`src/rtl/cmos_capture_if.sv`:
```
`default_nettype none
// ============================================================================
// Module   : cmos_capture_if
// Brief    : Sensor DVP inputs and vip-facing pixel outputs of cmos_capture.
// Revision : 1.0 - initial release
// ============================================================================
interface cmos_capture_if;
  logic        cmos_vsync;
  logic        cmos_href;
  logic [7:0]  cmos_data;
  logic        cam_vs;
  logic        cam_de;
  logic [15:0] cam_data;
  logic        data_en;
  logic        frame_err;

  // master drives the sensor bus, slave is the capture block
  modport master (
    output cmos_vsync, cmos_href, cmos_data,
    input  cam_vs, cam_de, cam_data, data_en, frame_err
  );

  modport slave (
    input  cmos_vsync, cmos_href, cmos_data,
    output cam_vs, cam_de, cam_data, data_en, frame_err
  );
endinterface
`default_nettype wire

```
`src/rtl/cmos_capture.sv`:
```
`default_nettype none
// ============================================================================
// Module   : cmos_capture
// Brief    : DVP byte-pair to RGB565 assembly, post-reset frame skip and
//            per-frame geometry checking.
// Revision : 1.0 - initial release
// ============================================================================
module cmos_capture #(
  parameter int FRAME_SKIP = 10,
  parameter int H_PIX      = 1280,
  parameter int V_LINES    = 960
) (
  input wire            clk,
  input wire            rst,
  cmos_capture_if.slave bus
);
  localparam logic [7:0]  SKIP_LIM  = 8'(FRAME_SKIP);
  localparam logic [10:0] H_PIX_LIM = 11'(H_PIX);
  localparam logic [9:0]  V_LIN_LIM = 10'(V_LINES);

  logic        vs_s1_q, vs_s1_d, vs_s2_q, vs_s2_d;
  logic        href_s1_q, href_s1_d, href_s2_q, href_s2_d;
  logic [7:0]  byte_s1_q, byte_s1_d;
  logic        phase_q, phase_d;
  logic [7:0]  hi_byte_q, hi_byte_d;
  logic [15:0] pix_q, pix_d;
  logic        pix_vld_q, pix_vld_d;
  logic [10:0] pix_cnt_q, pix_cnt_d;
  logic [9:0]  line_cnt_q, line_cnt_d;
  logic        line_bad_q, line_bad_d;
  logic [7:0]  skip_cnt_q, skip_cnt_d;
  logic        frame_valid_q, frame_valid_d;
  logic        seen_q, seen_d;
  logic        frame_err_q, frame_err_d;
  logic        cam_vs_q, cam_vs_d;
  logic        cam_de_q, cam_de_d;
  logic        data_en_q, data_en_d;
  logic [15:0] cam_data_q, cam_data_d;

  logic frame_start, href_fall, pix_stb;

  always_comb begin
    frame_start = vs_s1_q & ~vs_s2_q;
    href_fall   = href_s2_q & ~href_s1_q;
    pix_stb     = href_s1_q & phase_q;

    vs_s1_d   = bus.cmos_vsync;
    href_s1_d = bus.cmos_href;
    byte_s1_d = bus.cmos_data;
    vs_s2_d   = vs_s1_q;
    href_s2_d = href_s1_q;

    phase_d   = href_s1_q & ~phase_q;
    hi_byte_d = (href_s1_q & ~phase_q) ? byte_s1_q : hi_byte_q;
    pix_d     = pix_stb ? {hi_byte_q, byte_s1_q} : pix_q;
    pix_vld_d = pix_stb;

    pix_cnt_d     = pix_cnt_q;
    line_cnt_d    = line_cnt_q;
    line_bad_d    = line_bad_q;
    skip_cnt_d    = skip_cnt_q;
    frame_valid_d = frame_valid_q;
    seen_d        = seen_q;
    frame_err_d   = frame_err_q;

    if (pix_stb && (pix_cnt_q != '1)) begin
      pix_cnt_d = pix_cnt_q + 11'd1;
    end

    // phase_q still set at the falling edge means a high byte was left over
    if (href_fall) begin
      pix_cnt_d = '0;
      if (line_cnt_q != '1) begin
        line_cnt_d = line_cnt_q + 10'd1;
      end
      if ((pix_cnt_q != H_PIX_LIM) || phase_q) begin
        line_bad_d = 1'b1;
      end
    end

    // a line ending on this same cycle is judged with the closing frame
    if (frame_start) begin
      frame_err_d = seen_q & (line_bad_d | (line_cnt_d != V_LIN_LIM));
      seen_d      = 1'b1;
      line_bad_d  = 1'b0;
      line_cnt_d  = '0;
      if (skip_cnt_q < SKIP_LIM) begin
        skip_cnt_d = skip_cnt_q + 8'd1;
      end
      if (skip_cnt_q == SKIP_LIM) begin
        frame_valid_d = 1'b1;
      end
    end

    cam_vs_d   = vs_s2_q & frame_valid_q;
    cam_de_d   = href_s2_q & frame_valid_q;
    data_en_d  = pix_vld_q & frame_valid_q;
    cam_data_d = (pix_vld_q & frame_valid_q) ? pix_q : cam_data_q;
  end

  always_ff @(posedge clk) begin
    if (rst) begin
      vs_s1_q       <= 1'b0;
      vs_s2_q       <= 1'b0;
      href_s1_q     <= 1'b0;
      href_s2_q     <= 1'b0;
      byte_s1_q     <= '0;
      phase_q       <= 1'b0;
      hi_byte_q     <= '0;
      pix_q         <= '0;
      pix_vld_q     <= 1'b0;
      pix_cnt_q     <= '0;
      line_cnt_q    <= '0;
      line_bad_q    <= 1'b0;
      skip_cnt_q    <= '0;
      frame_valid_q <= 1'b0;
      seen_q        <= 1'b0;
      frame_err_q   <= 1'b0;
      cam_vs_q      <= 1'b0;
      cam_de_q      <= 1'b0;
      data_en_q     <= 1'b0;
      cam_data_q    <= '0;
    end else begin
      vs_s1_q       <= vs_s1_d;
      vs_s2_q       <= vs_s2_d;
      href_s1_q     <= href_s1_d;
      href_s2_q     <= href_s2_d;
      byte_s1_q     <= byte_s1_d;
      phase_q       <= phase_d;
      hi_byte_q     <= hi_byte_d;
      pix_q         <= pix_d;
      pix_vld_q     <= pix_vld_d;
      pix_cnt_q     <= pix_cnt_d;
      line_cnt_q    <= line_cnt_d;
      line_bad_q    <= line_bad_d;
      skip_cnt_q    <= skip_cnt_d;
      frame_valid_q <= frame_valid_d;
      seen_q        <= seen_d;
      frame_err_q   <= frame_err_d;
      cam_vs_q      <= cam_vs_d;
      cam_de_q      <= cam_de_d;
      data_en_q     <= data_en_d;
      cam_data_q    <= cam_data_d;
    end
  end

  assign bus.cam_vs    = cam_vs_q;
  assign bus.cam_de    = cam_de_q;
  assign bus.data_en   = data_en_q;
  assign bus.cam_data  = cam_data_q;
  assign bus.frame_err = frame_err_q;

endmodule
`default_nettype wire

```
`src/flat_wrapper.sv`:
```
// flat-port wrapper written by rule: the top's interface ports become plain ports
module cmos_capture_flat 
#(
  parameter int FRAME_SKIP = 10,
  parameter int H_PIX      = 1280,
  parameter int V_LINES    = 960
)
  (clk, rst, bus_cmos_vsync, bus_cmos_href, bus_cmos_data, bus_cam_vs, bus_cam_de, bus_cam_data, bus_data_en, bus_frame_err);
  cmos_capture_if bus_i ();
  input wire clk;
  input wire rst;
  input wire logic [$bits(bus_i.cmos_vsync)-1:0] bus_cmos_vsync;
  input wire logic [$bits(bus_i.cmos_href)-1:0] bus_cmos_href;
  input wire logic [$bits(bus_i.cmos_data)-1:0] bus_cmos_data;
  output wire logic [$bits(bus_i.cam_vs)-1:0] bus_cam_vs;
  output wire logic [$bits(bus_i.cam_de)-1:0] bus_cam_de;
  output wire logic [$bits(bus_i.cam_data)-1:0] bus_cam_data;
  output wire logic [$bits(bus_i.data_en)-1:0] bus_data_en;
  output wire logic [$bits(bus_i.frame_err)-1:0] bus_frame_err;
  assign bus_i.cmos_vsync = bus_cmos_vsync;
  assign bus_i.cmos_href = bus_cmos_href;
  assign bus_i.cmos_data = bus_cmos_data;
  assign bus_cam_vs = bus_i.cam_vs;
  assign bus_cam_de = bus_i.cam_de;
  assign bus_cam_data = bus_i.cam_data;
  assign bus_data_en = bus_i.data_en;
  assign bus_frame_err = bus_i.frame_err;
  cmos_capture #(.FRAME_SKIP(FRAME_SKIP), .H_PIX(H_PIX), .V_LINES(V_LINES)) u_core (.clk(clk), .rst(rst), .bus(bus_i));
endmodule
```
`config.mk`:
```
export PLATFORM = sky130hd
export DESIGN_NAME = cmos_capture_flat
export DESIGN_NICKNAME = d
export VERILOG_FILES = /design/src/rtl/cmos_capture_if.sv /design/src/rtl/cmos_capture.sv /design/src/flat_wrapper.sv
export SDC_FILE = /design/constraint.sdc
export NUM_CORES = 1
export LEC_CHECK = 0
export CORE_MARGIN = 2
export CORE_UTILIZATION = 51
export CTS_BUF_LIST = sky130_fd_sc_hd__clkbuf_2 sky130_fd_sc_hd__clkbuf_4 sky130_fd_sc_hd__clkbuf_8
export DETAILED_ROUTE_END_ITERATION = 6
export PLACE_DENSITY = 0.69
export SLEW_MARGIN = 20
export SYNTH_ARGS = -nofsm -noshare
export SYNTH_HDL_FRONTEND = slang
export SYNTH_SLANG_ARGS = --single-unit
export TNS_END_PERCENT = 5
```
`constraint.sdc`:
```
create_clock -name clk -period 5 [get_ports clk]
set_input_delay 1 -clock clk [delete_from_list [all_inputs] [get_ports clk]]
set_output_delay 1 -clock clk [all_outputs]
set_load 0.01 [all_outputs]
```
# Word level (Yosys, flattened, before mapping)
# Cells that the tools add are included.
totals:
  elab_cells: 51
  in_bits: 12
  output_inout_bits: 20
  ff_bits: 90
op_classes:
  muxes: 4
  n_lt_le_gt_ge: 1
  bitwise: 12
  reduce_logical: 6
  n_eq_ne: 5
  add_sub_neg: 3
ops:
  columns: ["operator", "count"]
  rows:
  - ["$ne 11x11->1 const B", 2]
  - ["$mux 10", 2]
  - ["$ne 10x10->1 const B", 2]
  - ["$add 11x1->11 const B", 1]
  - ["$add 10x1->10 const B", 1]
  - ["$add 8x1->8 const B", 1]
  - ["$and 1x1->1", 8]
  - ["$eq 8x4->1 const B", 1]
  - ["$lt 8x4->1 const B", 1]
  - ["$reduce_and 2->1", 2]
  - ["$reduce_or 2->1", 2]
  - ["$not 1->1", 3]
  - ["$mux 1", 2]
  - ["$logic_and 1x1->1", 1]
  - ["$logic_or 1x1->1", 1]
  - ["$or 1x1->1", 1]

# Logic depth before layout (Yosys ltp)
depth:
  word_depth: 6
  ltp_mapped: 6
  mapped_depth_nobuf: 6

# Worst setup path before layout
# Ideal clock, no wire load.
synth_timing:
  kind: "input to register"
  startpoint: "input port rst"
  endpoint: "register u_core.frame_err_q (netlist: u_core.bus.frame_err)"
  path_slack_ns: 3.267
  setup_time_ns: 0.125
  t_required_ns: 4.875
  arrival_ns: 1.607
  cell_stages: 4
  n_path_buf: 0
  cell_sequence: "nor2_1 a21oi_1 o2111ai_1 o41a_1"
synth_rtl:
  columns: ["item", "line_no", "source"]
  rows:
  - ["start: declaration", "flat_wrapper.sv:11", "input wire rst;"]
  - ["end signal: assignment", "cmos_capture.sv:139", "frame_err_q <= frame_err_d;"]
  - ["end: declaration", "cmos_capture.sv:34", "logic frame_err_q, frame_err_d;"]

# Worst setup path in the final report
layout_timing:
  startpoint: "register u_core.frame_err_q (netlist: u_core.bus.frame_err)"
  endpoint: "output port bus_frame_err"
layout_rtl:
  columns: ["item", "line_no", "source"]
  rows:
  - ["end: declaration", "flat_wrapper.sv:19", "output wire logic [$bits(bus_i.frame_err)-1:0] bus_frame_err;"]
# No word-level cell between the ends.

==> results by group <==
Run status
  • Outcome: finished clean

Route
  • WL/cell: 12.63 µm
  • Vias: 2662
  • Drt drc: 0
  • DRT Pass-1 Iters: 4
  • Iter 0 DRT Violations: 130
  • ANT nets after route: 0
  • WL final: 6316 µm
  • Vias per cell: 5.324

Setup path
  • Critical path's top delay family: buffers and inverters
  • Critical Path Max Stage Delay: 550 ps
  • Register-to-Register Setup Slack: 3070 ps
  • Crit path buf inv count: 1
  • Crit. End Element: primary output
  • Critical Path Start Type: flip-flop
  • Slowest-stage cell, CP: clkdlybuf4s50_1
  • Max Fanout on Critical Path: 3
  • Req. time, crit path: 4000 ps
  • WP data arrival: 1280 ps
  • CP Class: flip-flop to primary output
  • CP cell instances: clkdlybuf4s50_1

Clock network
  • CTS tree: done
  • Clk pin slew, worst setup/hold paths: 90 ps
  • CTS H-tree lvls: 3
  • # resized after CTS: 0
  • Deepest clock path buffer count: 2
  • CTS sink cnt: 90
  • CTS Hold Buffers Added: 0
  • Worst skew pair latency: 350 ps
  • Root buffer cell: clkbuf_8
  • Postcts setup bufs: 0
  • CTS Buf Count: 9

Final layout
  • # fillers: 593
  • Final Net Count: 432
  • Antenna Cells: 0
  • Ratio of cells with drive above 1 in the final layout: 7.381%
  • Area Growth Syn to Fin: 15.37%
  • Core Util, Final: 60.02%

Global routing
  • First-pass GRT wire length: 11050 µm
  • Largest net degree at the start of global routing: 70
  • Vias in the first global route: 2544
  • Initial antenna violation count: 0
  • Global Route Usage Sum: 18.50%
  • Global route overflow: 0

Synth
  • Synth area leader: dfxtp_1
  • Sequential area share after synthesis: 51.84%
  • Post-synthesis instance area: 3476 µm²
  • Syn Area/Cell: 8.890 µm²
  • Number of synthesized flops with an enable pin: 0
  • Count of cell types in the netlist: 52
  • Commonest cells in the netlist: dfxtp_1 (90), nand2_1 (79), a21oi_1 (44)
  • Count leader, synth: dfxtp_1
  • Mapped Cells: 391
  • Yosys warnings: 0
  • Synth top area cells: dfxtp_1 (52%), nand2_1 (8.5%), a21oi_1 (6.3%)
  • Asr flop ratio synth: 0%
  • #FFs+latches synth: 90
  • Synth top area share: 51.84%
  • Post-synth net total: 408
  • Most used DFF post-synth: dfxtp_1

Floorplanning
  • I/O pins: 32
  • Die Area: 7492 µm²
  • Row Count: 30
  • Die height: 86.56 µm
  • Core footprint: 6681 µm²
  • Die Wd: 86.56 µm
  • Starting Density: 52.02%

Timing
  • Minimum clock period: 2284 ps
  • Fin. Hold Viols: 0
  • Final slew viol count: 0
  • Fmax: 437.8 MHz
  • Setup Skew: 10.53 ps
  • RSZ-0062 raised after global routing: false
  • Final Cycle Share: 45.68%
  • Slew HR: 56.42%
  • # setup viols final: 0
  • Worst-Margin Slew: 653.7 ps
  • Setup TNS: 0 ps

Power
  • Reg power frac: 57.0%
  • Leakage Power: 1.444 nW
  • Gate power share: 3.6%
  • Sw Share: 21.70%
  • IR drop worst, VDD: 0.1417 mV
  • Clock Power Share: 39.4%
  • Switching power: 0.2793 mW
  • Power per cell area: 320.9 nW/µm²
  • Int Power: 1.008 mW

Placement
  • IO buf count: 31
  • Dpl hpwl: 4244 µm
  • GP Congestion: 0.8122

Run
  • Max-Cap Viols: 0

Min path
  • Worst min path class: flip-flop to flip-flop
## power by group through the flow
| stage | clock (mW) | combinational (mW) | sequential [mW] |
|---|---|---|---|
| after floorplan | 0 | 0.0327 | 0.749 |
| after global placement | 0 | 0.0459 | 0.751 |
| after detailed placement | 0 | 0.0463 | 0.751 |
| after CTS | 0.521 | 0.0466 | 0.734 |
| after global routing | 0.551 | 0.0516 | 0.736 |
| final | 0.507 | 0.0460 | 0.734 |
## cells in the final DEF, fill, tap and decap left out, drive strengths merged, types with 6 or more instances in the layout
| cell type | netlist | layout |
|---|---|---|
| mux2i | 11 | 11 |
| and2 | 6 | 6 |
| a21oi | 44 | 44 |
| clkdlybuf4s50 | 0 | 30 |
| nor3 | 7 | 7 |
| nor2b | 20 | 20 |
| nand2 | 80 | 80 |
| dfxtp | 90 | 90 |
| nand3 | 8 | 8 |
| clkbuf | 15 | 11 |
| inv | 6 | 7 |
| a31oi | 7 | 7 |
| nor2 | 33 | 33 |
| o21ai | 9 | 9 |
## area by class of cell
type / instances / area (µm²) / area share, %
flip-flops and latches: 90 / 1802 / 44.93
multi-input cells: 276 / 1562 / 38.94
repair buffers: 32 / 312.8 / 7.800
clock buffers: 11 / 151.4 / 3.775
well taps: 80 / 100.1 / 2.496
clock inverters: 5 / 60.06 / 1.498
inverters: 6 / 22.52 / 0.5616
## layer usage
metal | vias up | share of wire (%) | global-route usage (%)
li1 | 1379 | - | -
met1 | 1232 | 48 | 22.98
met2 | 40 | 47 | 31.68
met3 | 11 | 3.2 | 3.143
met4 | 0 | 1.7 | 7.813
met5 | - | 0 | 0
## path summary, 6_finish.rpt
check	startpoint	end	cells after the start
min reg2reg	u_core.hi_byte_q[4]$_SDFFE_PP0P_	u_core.pix_q[12]$_SDFFE_PP0P_	2
max reg2reg	u_core.href_s1_q$_SDFF_PP0_	u_core.pix_cnt_q[9]$_SDFFE_PP0P_	5
max	u_core.bus.frame_err$_SDFFE_PP0P_	bus_frame_err	1
min	u_core.hi_byte_q[4]$_SDFFE_PP0P_	u_core.pix_q[12]$_SDFFE_PP0P_	2
## registers in the layout, summed over array words and instances (netlist names)
signal,count
u_core.bus.cam_data,16
u_core.bus.cam_de,1
u_core.bus.cam_vs,1
u_core.bus.data_en,1
u_core.bus.frame_err,1
u_core.byte_s1_q,8
u_core.frame_valid_q,1
u_core.hi_byte_q,8
u_core.href_s1_q,1
u_core.href_s2_q,1
u_core.line_bad_q,1
u_core.line_cnt_q,10
u_core.phase_q,1
u_core.pix_cnt_q,11
u_core.pix_q,16
u_core.pix_vld_q,1
u_core.seen_q,1
u_core.skip_cnt_q,8
u_core.vs_s1_q,1
u_core.vs_s2_q,1
## stage by stage
stage | cell area [µm²] | setup WS (ps) | total power, mW | hold slack [ps] | std cells
2_1_floorplan | 3476 | 3267 | 0.7817 | 424.2 | 391
3_3_place_gp | 3799 | 2418 | 0.7966 | 435.8 | 484
3_5_place_dp | 3799 | 2413 | 0.7974 | 444.0 | 484
4_1_cts | 4010 | 2705 | 1.302 | 448.4 | 500
5_1_grt | 4010 | 2668 | 1.338 | 460.9 | 500
6_report | 4010 | 2716 | 1.287 | 445.9 | 500
## cells by family after synthesis
kind of cell	count (synthesis)	synth area share [%]
compound gates	72	12.20
xor+xnor	7	1.764
fa+ha+maj	5	1.800
buf+inv	25	3.240
flops	90	51.84
mux	11	3.168
simple gates	181	25.99
(Power assumes the default switching activity.)
